## config.mk

```make
export PLATFORM = sky130hd
export DESIGN_NAME = keypad_scanner
export DESIGN_NICKNAME = d
export VERILOG_FILES = /design/src/rtl/keypad_pkg.sv /design/src/rtl/kp_debounce.sv /design/src/rtl/keypad_scanner.sv
export SDC_FILE = /design/constraint.sdc
export NUM_CORES = 1
export LEC_CHECK = 0
export ABC_AREA = 1
export ABC_CLOCK_PERIOD_IN_PS = 5600
export CORE_MARGIN = 5
export CORE_UTILIZATION = 25
export DETAILED_ROUTE_END_ITERATION = 8
export PLACE_DENSITY_LB_ADDON = 0.2
export SYNTH_ARGS = -nofsm -noshare
export SYNTH_HDL_FRONTEND = slang
export SYNTH_SLANG_ARGS = --single-unit
```

## constraint.sdc

```tcl
create_clock -name clk -period 5.6 [get_ports clk]
set_input_delay 0.56 -clock clk [delete_from_list [all_inputs] [get_ports clk]]
set_output_delay 0.56 -clock clk [all_outputs]
set_load 0.01 [all_outputs]
```

## src/rtl/keypad_pkg.sv

```systemverilog
// Shared definitions for the 4x4 keypad scanner.
//   KEY_* localparams : key index map (0-9 digits, A-D = 10-13, * = 14, # = 15)
//   press_state_t     : press FSM states
//   key_index()       : (row, col) matrix position -> key index
//   first_low()       : index of the lowest active-low bit in a key vector
package keypad_pkg;

    localparam logic [3:0] KEY_0    = 4'd0;
    localparam logic [3:0] KEY_1    = 4'd1;
    localparam logic [3:0] KEY_2    = 4'd2;
    localparam logic [3:0] KEY_3    = 4'd3;
    localparam logic [3:0] KEY_4    = 4'd4;
    localparam logic [3:0] KEY_5    = 4'd5;
    localparam logic [3:0] KEY_6    = 4'd6;
    localparam logic [3:0] KEY_7    = 4'd7;
    localparam logic [3:0] KEY_8    = 4'd8;
    localparam logic [3:0] KEY_9    = 4'd9;
    localparam logic [3:0] KEY_A    = 4'd10;
    localparam logic [3:0] KEY_B    = 4'd11;
    localparam logic [3:0] KEY_C    = 4'd12;
    localparam logic [3:0] KEY_D    = 4'd13;
    localparam logic [3:0] KEY_AST  = 4'd14;
    localparam logic [3:0] KEY_HASH = 4'd15;

    localparam logic [15:0] KEYS_NONE = 16'hFFFF;

    typedef enum logic [1:0] {
        IDLE  = 2'd0,
        HELD  = 2'd1,
        MULTI = 2'd2
    } press_state_t;

    // Physical layout: [1 2 3 A] [4 5 6 B] [7 8 9 C] [* 0 # D]
    function automatic logic [3:0] key_index(input logic [1:0] row, input logic [1:0] col);
        logic [3:0] idx;
        case ({row, col})
            4'h0: idx = KEY_1;
            4'h1: idx = KEY_2;
            4'h2: idx = KEY_3;
            4'h3: idx = KEY_A;
            4'h4: idx = KEY_4;
            4'h5: idx = KEY_5;
            4'h6: idx = KEY_6;
            4'h7: idx = KEY_B;
            4'h8: idx = KEY_7;
            4'h9: idx = KEY_8;
            4'hA: idx = KEY_9;
            4'hB: idx = KEY_C;
            4'hC: idx = KEY_AST;
            4'hD: idx = KEY_0;
            4'hE: idx = KEY_HASH;
            default: idx = KEY_D;
        endcase
        return idx;
    endfunction

    function automatic logic [3:0] first_low(input logic [15:0] keys);
        logic [3:0] idx;
        idx = '0;
        for (int i = 15; i >= 0; i--) begin
            if (!keys[i]) idx = 4'(i);
        end
        return idx;
    endfunction

endpackage

```

## src/rtl/kp_debounce.sv

```systemverilog
// Full-matrix debouncer. Accepts a new key vector only after DEBOUNCE_FRAMES
// consecutive identical frames; any differing frame restarts the count.
//   clk        : system clock
//   rst        : asynchronous active-high reset
//   frame_done : one-cycle pulse, frame holds a complete scan
//   frame      : raw active-low key levels for the last scan
//   keys_n     : debounced active-low key levels
//   keys_upd   : one-cycle pulse in the cycle keys_n first shows a new value
module kp_debounce
    import keypad_pkg::*;
#(
    parameter int DEBOUNCE_FRAMES = 4
) (
    input  logic        clk,
    input  logic        rst,
    input  logic        frame_done,
    input  logic [15:0] frame,
    output logic [15:0] keys_n,
    output logic        keys_upd
);

    localparam int CW = (DEBOUNCE_FRAMES > 1) ? $clog2(DEBOUNCE_FRAMES) : 1;
    localparam logic [CW-1:0] CNT_MAX = CW'(DEBOUNCE_FRAMES - 1);

    logic [15:0]   prev_frame;
    logic [CW-1:0] stable_cnt;
    logic [CW-1:0] cnt_next;

    always_comb begin
        cnt_next = '0;
        if (frame == prev_frame) begin
            cnt_next = (stable_cnt == CNT_MAX) ? stable_cnt : stable_cnt + CW'(1);
        end
    end

    always_ff @(posedge clk or posedge rst) begin
        if (rst) begin
            prev_frame <= KEYS_NONE;
            stable_cnt <= '0;
            keys_n     <= KEYS_NONE;
            keys_upd   <= 1'b0;
        end else begin
            keys_upd <= 1'b0;
            if (frame_done) begin
                prev_frame <= frame;
                stable_cnt <= cnt_next;
                if (cnt_next == CNT_MAX && frame != keys_n) begin
                    keys_n   <= frame;
                    keys_upd <= 1'b1;
                end
            end
        end
    end

endmodule

```

## src/rtl/keypad_scanner.sv

```systemverilog
// 4x4 membrane keypad scanner: column drive, row synchronizer, frame capture,
// debounce and single-key press detection.
//   clk        : system clock
//   rst        : asynchronous active-high reset
//   row_n      : keypad rows, active-low, asynchronous to clk
//   col_n      : column drive, exactly one bit low
//   keys_n     : debounced active-low key levels, one bit per key index
//   key_strobe : one-cycle pulse on a clean single-key press
//   key_code   : index of the last accepted key, held until the next strobe
//
// Press FSM
//   state | meaning
//   IDLE  | no key down; a single-key press strobes
//   HELD  | one accepted key down; any further change leaves via MULTI or IDLE
//   MULTI | several keys seen; waits for full release, never strobes
module keypad_scanner
    import keypad_pkg::*;
#(
    parameter int SCAN_DIV        = 1000,
    parameter int DEBOUNCE_FRAMES = 4
) (
    input  logic        clk,
    input  logic        rst,
    input  logic [3:0]  row_n,
    output logic [3:0]  col_n,
    output logic [15:0] keys_n,
    output logic        key_strobe,
    output logic [3:0]  key_code
);

    localparam int DW = $clog2(SCAN_DIV);

    logic [DW-1:0] dwell_cnt;
    logic [1:0]    col_idx;
    logic          dwell_end;
    logic [3:0]    row_meta;
    logic [3:0]    row_sync;
    logic [15:0]   frame_buf;
    logic [15:0]   frame_next;
    logic          frame_done;
    logic          keys_upd;
    logic          one_low;
    logic          any_low;
    logic          strobe_set;

    press_state_t  state;
    press_state_t  state_next;

    assign dwell_end = (dwell_cnt == DW'(SCAN_DIV - 1));
    assign col_n     = ~(4'b0001 << col_idx);

    always_ff @(posedge clk or posedge rst) begin
        if (rst) begin
            row_meta <= 4'hF;
            row_sync <= 4'hF;
        end else begin
            row_meta <= row_n;
            row_sync <= row_meta;
        end
    end

    // Rows of the active column overwrite their four slots in the frame buffer.
    always_comb begin
        frame_next = frame_buf;
        for (int r = 0; r < 4; r++) begin
            frame_next[key_index(2'(r), col_idx)] = row_sync[r];
        end
    end

    always_ff @(posedge clk or posedge rst) begin
        if (rst) begin
            dwell_cnt  <= '0;
            col_idx    <= 2'd0;
            frame_buf  <= KEYS_NONE;
            frame_done <= 1'b0;
        end else begin
            frame_done <= dwell_end && (col_idx == 2'd3);
            if (dwell_end) begin
                dwell_cnt <= '0;
                col_idx   <= col_idx + 2'd1;
                frame_buf <= frame_next;
            end else begin
                dwell_cnt <= dwell_cnt + DW'(1);
            end
        end
    end

    kp_debounce #(
        .DEBOUNCE_FRAMES(DEBOUNCE_FRAMES)
    ) u_debounce (
        .clk       (clk),
        .rst       (rst),
        .frame_done(frame_done),
        .frame     (frame_buf),
        .keys_n    (keys_n),
        .keys_upd  (keys_upd)
    );

    assign one_low = ($countones(~keys_n) == 1);
    assign any_low = (keys_n != KEYS_NONE);

    always_ff @(posedge clk or posedge rst) begin
        if (rst) state <= IDLE;
        else     state <= state_next;
    end

    always_comb begin
        state_next = state;
        if (keys_upd) begin
            case (state)
                IDLE: begin
                    if (one_low)      state_next = HELD;
                    else if (any_low) state_next = MULTI;
                end
                HELD:    state_next = any_low ? MULTI : IDLE;
                MULTI:   if (!any_low) state_next = IDLE;
                default: state_next = IDLE;
            endcase
        end
    end

    always_comb begin
        strobe_set = keys_upd && (state == IDLE) && one_low;
    end

    always_ff @(posedge clk or posedge rst) begin
        if (rst) begin
            key_strobe <= 1'b0;
            key_code   <= 4'd0;
        end else begin
            key_strobe <= strobe_set;
            if (strobe_set) key_code <= first_low(keys_n);
        end
    end

endmodule
```

# --- After elaboration in Yosys (flattened, before gate mapping) ---
# Index checks and enable logic that the tools add are counted.
totals:
  mem_bits_rw: 0
  wordCells: 110
  latch_bits: 0
  romBits: 0
  output_inout_bits: 25
  ff_bits: 79
  memories: 0
op_classes:
  shifts: 1
  order_cmp: 8
  div_mod_pow: 0
  n_addsub: 18
  n_eq_ne: 14
  n_mul: 0
  bitwise: 2
  n_mux: 42
  reduce_logical: 12
op_table:
  columns: ["op", "n"]
  rows:
  - ["$bwmux W16", 4]
  - ["$mux W4", 16]
  - ["$pmux W4 S4", 3]
  - ["$lt A4 B5 Y1 const B", 4]
  - ["$add A1 B1 Y2", 8]
  - ["$demux W1 S4", 4]
  - ["$eq A16 B16 Y1", 1]
  - ["$ge A4 B1 Y1 const B", 4]
  - ["$ne A16 B16 Y1", 1]
  - ["$ne A16 B16 Y1 const B", 1]
  - ["$not A16 Y16", 1]
  - ["$add A2 B2 Y3", 4]
  - ["$mux W2", 6]
  - ["$pmux W4 S3", 1]
  - ["$add A10 B1 Y10 const B", 1]
  - ["$eq A10 B10 Y1 const B", 1]
  - ["$eq A2 B2 Y1 const B", 5]
  - ["$mux W10", 1]
  - ["$add A3 B3 Y4", 2]
  - ["$logic_and A1 B1 Y1", 8]
  - ["$mux W1", 6]
  - ["$pmux W2 S3", 1]
  - ["$add A4 B4 Y5", 1]
  - ["$eq A5 B1 Y1 const B", 1]
  - ["9 further kinds", 12]

# --- Depth between registers and ports, before layout ---
# Gate-level depths: netlist of the first run.
depth:
  depth_word: 16
  ltp_mapped: 20
  mapped_depth_nobuf: 20

# --- Hierarchy ---
# Synthesis of the first run repeated with hierarchy kept, for this count alone.
hier_totals:
  hier_cells: 626
  hier_area_um2: 4747.1
modules_own_cells:
  columns: ["mod", "n_inst", "area_per_inst_um2", "cells_per_inst"]
  rows:
  - ["keypad_scanner", 1, 2587.5, 296]
  - ["kp_debounce", 1, 2159.6, 330]

# --- Worst setup path before layout of the first run ---
# No wires, ideal clock.
synth_timing:
  path_type: "reg-to-reg"
  start: "reg u_debounce.keys_n[0]"
  end: "reg key_code[1]"
  stages_incl_launch_ff: 20
  t_arrival_ns: 4.157
  slack_ns: 1.315
  period_less_slack_ns: 4.285
  cell_sequence: "dfstp_2 > inv_1 > fa_1 > inv_1 > fa_1 > fa_1 > inv_1 > fa_1 > ha_1 > fa_1 > nor2_1 > nand3b_1 > a21oi_1 > nand2_1 > nor2_1 > inv_1 > nor2_1 > inv_1 > nand2_1 > o21ai_0"
synth_via:
  elab_chain_len: 7
  elab_cells_between_ends: 8
  cone_classes: "add/sub: 4; eq/ne: 1; mux: 1; bitwise: 1; reduce/logical: 1"
synth_rtl:
  columns: ["element", "line", "rtl"]
  rows:
  - ["start, declared", "kp_debounce.sv:18", "output logic [15:0] keys_n,"]
  - ["start signal, assigned", "kp_debounce.sv:48", "keys_n <= frame;"]
  - ["$not A16 Y16", "keypad_scanner.sv:99", "assign one_low = ($countones(~keys_n) == 1);"]
  - ["$add A1 B1 Y2 (implied by the code)", "keypad_scanner.sv:99", null]
  - ["$add A2 B2 Y3 (implied by the code)", "keypad_scanner.sv:99", null]
  - ["$add A3 B3 Y4 (implied by the code)", "keypad_scanner.sv:99", null]
  - ["$add A4 B4 Y5 (implied by the code)", "keypad_scanner.sv:99", null]
  - ["$eq A5 B1 Y1", "keypad_scanner.sv:99", null]
  - ["$logic_and A1 B1 Y1", "keypad_scanner.sv:123", "strobe_set = keys_upd && (state == IDLE) && one_low;"]
  - ["named net strobe_set", "keypad_scanner.sv:44", "logic strobe_set;"]
  - ["end signal, assigned", "keypad_scanner.sv:132", "if (strobe_set) key_code <= first_low(keys_n);"]
  - ["end, declared", "keypad_scanner.sv:28", "output logic [3:0] key_code"]
# The timed path passes the listed nets, and every way through them passes these cells.
# A chain may end at the register's enable or synchronous reset.

# --- Worst setup path after layout of the first run ---
# Ends and elaborated chain as after synthesis.

==> results_dict.tcl, run 1 <==
set metrics [dict create \
    status "finished, final reports clean" \
    cts_resized 0 \
    detail-route-antenna-nets 0 \
    startpoint "u_debounce.keys_n[0]" \
    maxCapViolations 0 \
    yosysWarnings 0 \
    crit_fanout 7 \
    tns_ns 0 \
    critPathLaunchType "flip-flop" \
    cts.clk_slew.worst_paths_ns 0.06 \
    p_clk_frac 0.487 \
    cp_top_family "adder cells" \
    rsz0062_at_grt "no" \
    gp_congestion 0.813 \
    worstSetupPathType "flip-flop to flip-flop" \
    hp-class "flip-flop to flip-flop" \
    antenna_found_initial 0 \
    cts_buffer_depth 2 \
    max_freq_mhz 218 \
    slew_headroom 0.437 \
    diodes 0 \
    cts_tree "yes" \
    p_int_mw 0.910 \
    core_area_um2 17300 \
    hold_violations 0 \
    drtIter0Drc 195 \
    slowest_delay_ns 0.58 \
    synth_cell_types 37 \
    dp_hpwl_mm 7.70 \
    yosysSeqAreaShare 0.465 \
    syn_area_um2 4400 \
    cts_root_buf "clkbuf_16" \
    h-tree-depth 3 \
    fp-row-count 48 \
    grt_max_degree 67 \
    firstDrtPassIters 4 \
    cts_setup_buffers 0 \
    port-buffer-count 30 \
    fin_cells 772 \
    worstSetupEndpointType "flip-flop" \
    vias_per_cell 4.37 \
    routed_wl_mm 10.3 \
    placed_area_um2 4950 \
    final_util 0.303 \
    p_sw_mw 0.254 \
    die_w_um 143 \
    combPwrFrac 0.014 \
    min_from "row_meta[3]" \
    max_slew.worst_pin.slew_ns 0.845 \
    p_sw_frac 0.218 \
    setup_viol 0 \
    powerDensity_nw_per_um2 222 \
    synth-seq-cells 79 \
    p_leak_nw 2.24 \
    avgSynthCellArea_um2 8.66 \
    yosysTopAreaCell "dfstp_2" \
    skew_ns 0.00601 \
    report.final.slew_viol_count 0 \
    cts_buffers 9 \
    ios 31 \
    clk_latency_ns 0.34 \
    syn_nets 539 \
    fp.dieH_um 143 \
    layout-drive-gt1-share 0.168 \
    synth_area_leaders "dfstp_2 (33%), dfrtp_1 (13%), nand2_1 (11%), inv_1 (6.1%), fa_1 (4.5%)" \
    grtUsageTotal 0.109 \
    cp_slowest_cell "dfstp_2" \
    ys_async_sr_fraction 1.00 \
    cp_cell_sequence "inv_1 > fa_1 > inv_1 > fa_1 > fa_1 > inv_1 > fa_1 > ha_1 > fa_1 > nor2_1 > nand3b_1 > a21oi_1 > nand2_1 > nor2_1 > inv_1 > nor2_1 > inv_1 > nand2_1 > o21ai_0" \
    final_area_um2 5240 \
    synth_edf_count 0 \
    synth_most_common_cell "nand2_1" \
    die_area_um2 20400 \
    dp.cells 756 \
    max-vdd-ir-drop_mv 0.155 \
    power.sequential.fraction 0.499 \
    route.detailed.drc 0 \
    grt_pass1_vias 3373 \
    rr_startpoint "u_debounce.keys_n[0]" \
    min_period_ns 4.58 \
    path_buf_inv 5 \
    cts_sinks 79 \
    synthCells 508 \
    final_nets 573 \
    start_util 0.254 \
    grt_overflow 0 \
    critical_path_arrival_ns 4.80 \
    area_growth_pct 19.0 \
    total_power_mw 1.16 \
    synthDominantCellAreaShare 0.334 \
    fin_crit_sh 0.818 \
    vias 3371 \
    grt_first_pass_wirelength_mm 17.6 \
    synthFlopType "dfstp_2" \
    cts_hold_buf 0 \
    synth_commonest_cells "nand2_1 (124), inv_1 (72), dfstp_2 (56), nand3_1 (38), nor2_1 (34)" \
    post_drt_wl_per_cell_um 13.3 \
    cp.required_ns 5.82 \
]
==> cell families after synthesis <==
group                      synth area share
xor gates and xnor gates             0.0418
AOI/OAI and AO/OA                    0.0782
DFF                                   0.465
adders and majority gates            0.0881
muxes                                0.0276
and+or+nand+nor                       0.223
buffers and inverters                0.0759
==> metrics by stage <==
step           hold WS, ns  worst slack [ns]
2_1_floorplan        0.345              1.31
3_3_place_gp         0.346              1.09
3_5_place_dp         0.347             0.994
4_1_cts              0.356             0.959
5_1_grt              0.359             0.707
6_report             0.355              1.02
==> power by group through the flow <==
stage	clock network, mW	registers (mW)	logic [mW]
floorplan	0	0.588	0.00897
global placement	0	0.590	0.0175
detailed placement	0	0.590	0.0175
CTS	0.592	0.581	0.0175
global route	0.615	0.581	0.0196
finish	0.567	0.581	0.0163
==> sequential cells by signal, indices dropped and copies added (netlist names), 2 cells and up <==
signal	count
frame_buf	16
u_debounce.keys_n	16
u_debounce.prev_frame	16
dwell_cnt	10
key_code	4
row_meta	4
row_sync	4
col_idx	2
state	2
u_debounce.stable_cnt	2
==> placed cells by master, fill, tap and decap left out, types with 2 or more instances in the layout <==
master / n
buf_4: 2
nor3_1: 10
xor2_1: 12
nand3_1: 38
mux2i_1: 2
clkbuf_16: 9
inv_1: 71
nor2_4: 2
o31ai_1: 2
a31oi_1: 4
nor4_2: 2
clkbuf_1: 2
a21oi_1: 18
ha_1: 15
inv_2: 5
nand4_1: 10
clkdlybuf4s50_1: 30
dfrtp_1: 23
fa_1: 10
xnor2_1: 9
nand2_1: 124
clkbuf_8: 2
nor2_1: 34
clkinv_4: 2
mux2_2: 9
dfstp_2: 56
o21ai_0: 31
==> worst reg2reg max path, cell delays in order, from the launching register on <==
cell and delay, ns:
dfstp_2 0.58, inv_1 0.10, fa_1 0.55, inv_1 0.05
fa_1 0.48, fa_1 0.53, inv_1 0.05, fa_1 0.44
ha_1 0.22, fa_1 0.44, nor2_1 0.10, nand3b_1 0.07
a21oi_1 0.16, nand2_1 0.07, nor2_1 0.08, inv_1 0.05
nor2_1 0.18, inv_1 0.15, nand2_1 0.08, o21ai_0 0.08
==> per-layer routing <==
metal	routed length [µm]	track usage
met3	508	0.0362
met5	0	0
met2	4530	0.164
met4	148	0.0310
met1	5110	0.151
==> worst paths after layout <==
path                           endpoint  slack [ns]  cells past startpoint
hold / removal              row_sync[3]        0.36                      0
setup / recovery            key_code[1]        1.02                     19
hold reg to reg             row_sync[3]        0.36                      0
setup reg to reg            key_code[1]        1.02                     19
min in group asynchronous  dwell_cnt[2]        0.48                      2
max in group asynchronous   key_code[3]        3.99                      3
==> final cells by class <==
type	instances	area [µm²]
Clock buffer	13	260
Multi-Input combinational cell	344	2020
Sequential cell	79	2050
Inverter	76	285
Timing Repair Buffer	32	315
Tap cell	225	282
Clock inverter	3	26.3
Fill cell	1845	12100
No activity file was read; power rests on OpenSTA's default activity.
==> run 2, diff against run 1 <==
- ABC_CLOCK_PERIOD_IN_PS: 5600 -> 3850
- clock period: 5.6 -> 3.85 ns (I/O delays scaled with it)
==> run 2 against run 1 <==
Compared with the run above:
- the run now ends with setup timing left
- count of clock-buffer cells in the layout is 2 lower
- critical path depth increased by 1
- flip-flop and latch count unchanged
- sequential power rose by 45%
- highest routed layer unchanged
==> results_dict.tcl, run 2 (synthesis gave the netlist of run 1 again) <==
set metrics [dict create \
    status "finished, violations left" \
    violations "setup timing" \
    max_freq_mhz 237 \
    cts_root_buf "clkbuf_16" \
    setup_viol 7 \
    powerDensity_nw_per_um2 306 \
    cts.clk_slew.worst_paths_ns 0.06 \
    min_period_ns 4.22 \
    cts_buffers 9 \
    grt_pass1_vias 3505 \
    final_area_um2 5600 \
    ff2ff_setup_slack_ns -0.37 \
    area_growth_pct 27.2 \
    rr_startpoint "u_debounce.keys_n[15]" \
    cts_hold_buf 0 \
    layout-drive-gt1-share 0.249 \
    rsz0062_at_grt "yes" \
    route.detailed.drc 0 \
    worstSetupEndpointType "flip-flop" \
    worstSetupPathType "flip-flop to flip-flop" \
    top_regs "frame_buf x16, u_debounce.keys_n x16, u_debounce.prev_frame x16" \
    hold_violations 0 \
    diodes 0 \
    worstReg2RegEnd "key_code[0]" \
    min_to "row_sync[1]" \
    fin_cells 815 \
    clk_latency_ns 0.34 \
    vias_per_cell 4.37 \
    p_leak_nw 2.44 \
    layout.cells.most_common "nand2_1" \
    fp.dieH_um 143 \
    whs_ns 0.355 \
    post-place-ws_ns -0.429 \
    routed_wl_mm 10.5 \
    most-common-layout-cells "nand2_1 (122), inv_1 (66), dfstp_2 (56)" \
    ios 31 \
    maxCapViolations 0 \
    h-tree-depth 3 \
    skew_ns 0.00912 \
    fin_crit_sh 1.10 \
    grt_first_pass_wirelength_mm 17.9 \
    port-buffer-count 30 \
    cts_tree "yes" \
    grt_overflow 0 \
    cts_buffer_depth 2 \
    hp-class "flip-flop to flip-flop" \
    critPathLaunchType "flip-flop" \
    vias 3560 \
    max_slew.worst_pin.slew_ns 1.04 \
    cts_sinks 79 \
    detail-route-antenna-nets 0 \
    dp.cells 776 \
    firstDrtPassIters 4 \
    fin_ws_ns -0.369 \
    fp-row-count 48 \
    die_area_um2 20400 \
    report.final.slew_viol_count 0 \
    reg2reg_depth 20 \
    grtUsageTotal 0.110 \
    grt_max_degree 63 \
    drtIter0Drc 148 \
    crit_fanout 7 \
    max-vdd-ir-drop_mv 0.199 \
    final_nets 616 \
    slew_headroom 0.308 \
    critical_path_arrival_ns 4.50 \
    die_w_um 143 \
    antenna_found_initial 0 \
    min_path_cells 0 \
    cp.required_ns 4.13 \
    placed_area_um2 5120 \
    post_drt_wl_per_cell_um 12.9 \
    min_from "row_meta[1]" \
    start_util 0.254 \
    dp_hpwl_mm 7.79 \
    core_area_um2 17300 \
    gp_congestion 0.896 \
]
==> run 2: what timing repair did <==
action                     4_1_cts  5_1_grt
gates resized for setup          3        5
pin swaps                        4        7
setup endpoints to repair        7        7
setup buffers                   24        0
gates cloned                     0        0
==> run 2: area by class of cell <==
class | count | area, µm²
multi-input cells | 344 | 2050
clock inverters | 5 | 58.8
inverters | 76 | 287
repair buffers | 75 | 646
flip-flops and latches | 79 | 2050
clock buffers | 11 | 233
well taps | 225 | 282
fillers | 1798 | 11700
==> run 2: worst max path at each step <==
| stage | start | end | slack [ns] | depth (start not counted) |
|---|---|---|---|---|
| after floorplan | u_debounce.keys_n[0] | key_code[0] | -0.31 | 20 |
| after global placement | u_debounce.keys_n[15] | key_code[0] | -0.35 | 20 |
| after detailed placement | u_debounce.keys_n[15] | key_code[0] | -0.43 | 20 |
| after CTS | u_debounce.keys_n[15] | key_code[0] | -0.38 | 20 |
| after global routing | u_debounce.keys_n[15] | key_code[0] | -0.62 | 20 |
| final | u_debounce.keys_n[15] | key_code[0] | -0.37 | 20 |
==> run 2: routing by layer <==
metal  share of wire  vias up  GRT usage  wire length, µm
met5               0        -          0                0
met4           0.010        0     0.0245              106
met3           0.049       10     0.0335              510
met2            0.49       77      0.184             5120
met1            0.45     1680      0.141             4770
li1                -     1793          -                -
==> run 2: stage by stage <==
| step | utilization | power (mW) | TNS [ns] |
|---|---|---|---|
| finish | 0.324 | 1.71 | -2.32 |
| global route | 0.324 | 1.78 | -3.98 |
| CTS | 0.324 | 1.74 | -2.46 |
| detailed placement | 0.296 | 0.883 | -2.58 |
| global placement | 0.296 | 0.882 | -1.94 |
| floorplan | - | 0.869 | -1.73 |
==> run 2: worst max-delay path, cell delays in order, from the launching register on <==
cell	delay, ns
dfstp_2	0.54
inv_2	0.05
fa_1	0.48
fa_1	0.51
inv_2	0.04
fa_1	0.49
inv_1	0.05
fa_1	0.48
ha_2	0.19
fa_1	0.41
nor2_1	0.10
nand3b_1	0.09
a21oi_2	0.13
nand2_1	0.06
nor2_1	0.08
inv_1	0.06
nor2_2	0.11
inv_2	0.08
nor2_1	0.09
nand2_1	0.05
nand2_1	0.05
==> run 2: where the power goes <==
part           switching [mW]  internal, mW
Sequential            0.00369         0.841
Combinational          0.0179       0.00581
Clock                   0.339         0.504
Total                   0.361          1.35
==> run 3, diff against run 2 <==
- ABC_CLOCK_PERIOD_IN_PS: 3850 -> default
- CORE_ASPECT_RATIO: default -> 0.9
==> run 3 against run 2 <==
Compared with the run above:
- the run still ends with setup timing left
- critical path type unchanged
- register-to-register slack worse by 0.09 ns
- flip-flop and latch count stayed put
- routed wire length up 1.2%
- largest cell class unchanged
- critical endpoint unchanged
- sequential share of layout area up 0.92 points
- cell area down 2.5%
- non-clock buffer count decreased by 18
- power shrank 2.0%
- utilization down 1.1 points
- clock skew fell by 0.0034 ns
==> results_dict.tcl, run 3 (synthesis gave the netlist of run 1 again) <==
set metrics [dict create \
    slew_headroom 0.321 \
    vias 3467 \
    drtIter0Drc 166 \
    route.detailed.drc 0 \
    worstSetupEndpointType "flip-flop" \
    die_area_um2 20400 \
    maxCapViolations 0 \
    gp_congestion 0.832 \
    core_area_um2 17400 \
    cts_buffer_depth 2 \
    firstDrtPassIters 4 \
    fill_cells 1827 \
    worstSetupPathType "flip-flop to flip-flop" \
    cts_root_buf "clkbuf_16" \
    grt_first_pass_wirelength_mm 17.8 \
    report.final.slew_viol_count 0 \
    cts.clk_slew.worst_paths_ns 0.06 \
    dp.cells 790 \
    antenna_found_initial 0 \
    grt_pass1_vias 3508 \
    fin_cells 812 \
    routed_wl_mm 10.6 \
    min_from "row_meta[1]" \
    rsz0062_at_grt "yes" \
    startpoint "u_debounce.keys_n[11]" \
    die_w_um 150 \
    setup_viol 7 \
    final_area_um2 5460 \
    layout-drive-gt1-share 0.222 \
    post_drt_wl_per_cell_um 13.1 \
    placed_area_um2 5130 \
    cts_buffers 9 \
    cp.required_ns 4.13 \
    critical_path_arrival_ns 4.58 \
    fin_ws_ns -0.458 \
    status "finished, violations left" \
    max_slew.worst_pin.slew_ns 1.02 \
    critPathLaunchType "flip-flop" \
    max_freq_mhz 232 \
    hold_violations 0 \
    fin_crit_sh 1.12 \
    diodes 0 \
    clk_latency_ns 0.34 \
    cts_tree "yes" \
    min_period_ns 4.31 \
    fp-row-count 46 \
    port-buffer-count 30 \
    violations "setup timing" \
    cts_hold_buf 0 \
    final_nets 598 \
    layout.cells.most_common "nand2_1" \
    h-tree-depth 3 \
    top_regs "frame_buf x16, u_debounce.keys_n x16, u_debounce.prev_frame x16" \
    area_growth_pct 24.1 \
    powerDensity_nw_per_um2 307 \
    grt_max_degree 57 \
    ios 31 \
    max-vdd-ir-drop_mv 0.231 \
    crit_fanout 7 \
    grt_overflow 0 \
    total_power_mw 1.68 \
    most-common-layout-cells "nand2_1 (124), inv_1 (65), dfstp_2 (56)" \
    rr_startpoint "u_debounce.keys_n[11]" \
    vias_per_cell 4.27 \
    fp.dieH_um 136 \
    p_leak_nw 2.36 \
    start_util 0.252 \
    dp_hpwl_mm 7.94 \
    hp-class "flip-flop to flip-flop" \
    detail-route-antenna-nets 0 \
    skew_ns 0.00574 \
    tns_ns -2.95 \
    grtUsageTotal 0.109 \
    cts_sinks 79 \
]
==> run 3: cell types whose count changed in the layout (fill, tap and decap cells not counted), sizes merged <==
| cell | change |
|---|---|
| bufinv | -1 |
| clkinv | +1 |
| buf | -18 |
| clkinvlp | -1 |
| clkbuf | +1 |
==> run 3: critical path: stages, from the launching register on <==
cell and delay, ns:
dfstp_2 0.53, inv_2 0.04, fa_1 0.49, fa_1 0.52, inv_2 0.04, fa_1 0.49
inv_1 0.05, fa_1 0.46, ha_2 0.22, fa_1 0.45, nor2_1 0.10, nand3b_1 0.10
a21oi_2 0.13, nand2_1 0.06, nor2_1 0.08, inv_1 0.08, nor2_4 0.15, inv_4 0.06
nor2_1 0.08, nand2_1 0.05, nand2_1 0.05
==> run 3: per-layer routing <==
layer | track usage | up-vias | wire length, µm
met4 | 0.0320 | 0 | 127
met3 | 0.0273 | 9 | 392
met5 | 0 | - | 0
met1 | 0.149 | 1640 | 5290
met2 | 0.172 | 71 | 4830
li1 | - | 1747 | -
==> run 3: power breakdown <==
group	total (mW)	switching [mW]	internal [mW]
logic	0.0244	0.0186	0.00582
registers	0.845	0.00389	0.841
clock network	0.808	0.350	0.457
total	1.68	0.373	1.30
==> run 3: stage by stage <==
stage | setup WS (ns) | hold slack (ns) | utilization
after global routing | -0.653 | 0.364 | 0.313
after CTS | -0.459 | 0.357 | 0.311
final | -0.458 | 0.356 | 0.313
after floorplan | -0.312 | 0.345 | -
after global placement | -0.357 | 0.346 | 0.294
after detailed placement | -0.453 | 0.347 | 0.294
==> run 3: layout make-up <==
type                    instances  area [µm²]  share of cell area
clock buffers                  12         246              0.0451
clock inverters                 4        30.0             0.00550
inverters                      76         289              0.0529
multi-input cells             344        2040               0.374
flip-flops and latches         79        2050               0.375
well taps                     240         300              0.0550
repair buffers                 57         507              0.0928
==> run 3: timing repair <==
action	4_1_cts	5_1_grt
resized for setup	0	6
cloned	0	0
pin swaps	6	5
buffers inserted	3	5
setup endpoints to repair	7	7
==> run 3: worst paths after layout <==
path                               endpoint  slack, ns  cells past startpoint
worst min register to register  row_sync[1]       0.36                      0
worst max register to register  key_code[0]      -0.46                     20
worst max-delay path            key_code[0]      -0.46                     20
min in group asynchronous       key_code[0]       0.59                      2
worst min-delay path            row_sync[1]       0.36                      0
max in group asynchronous       row_sync[2]       2.33                      3
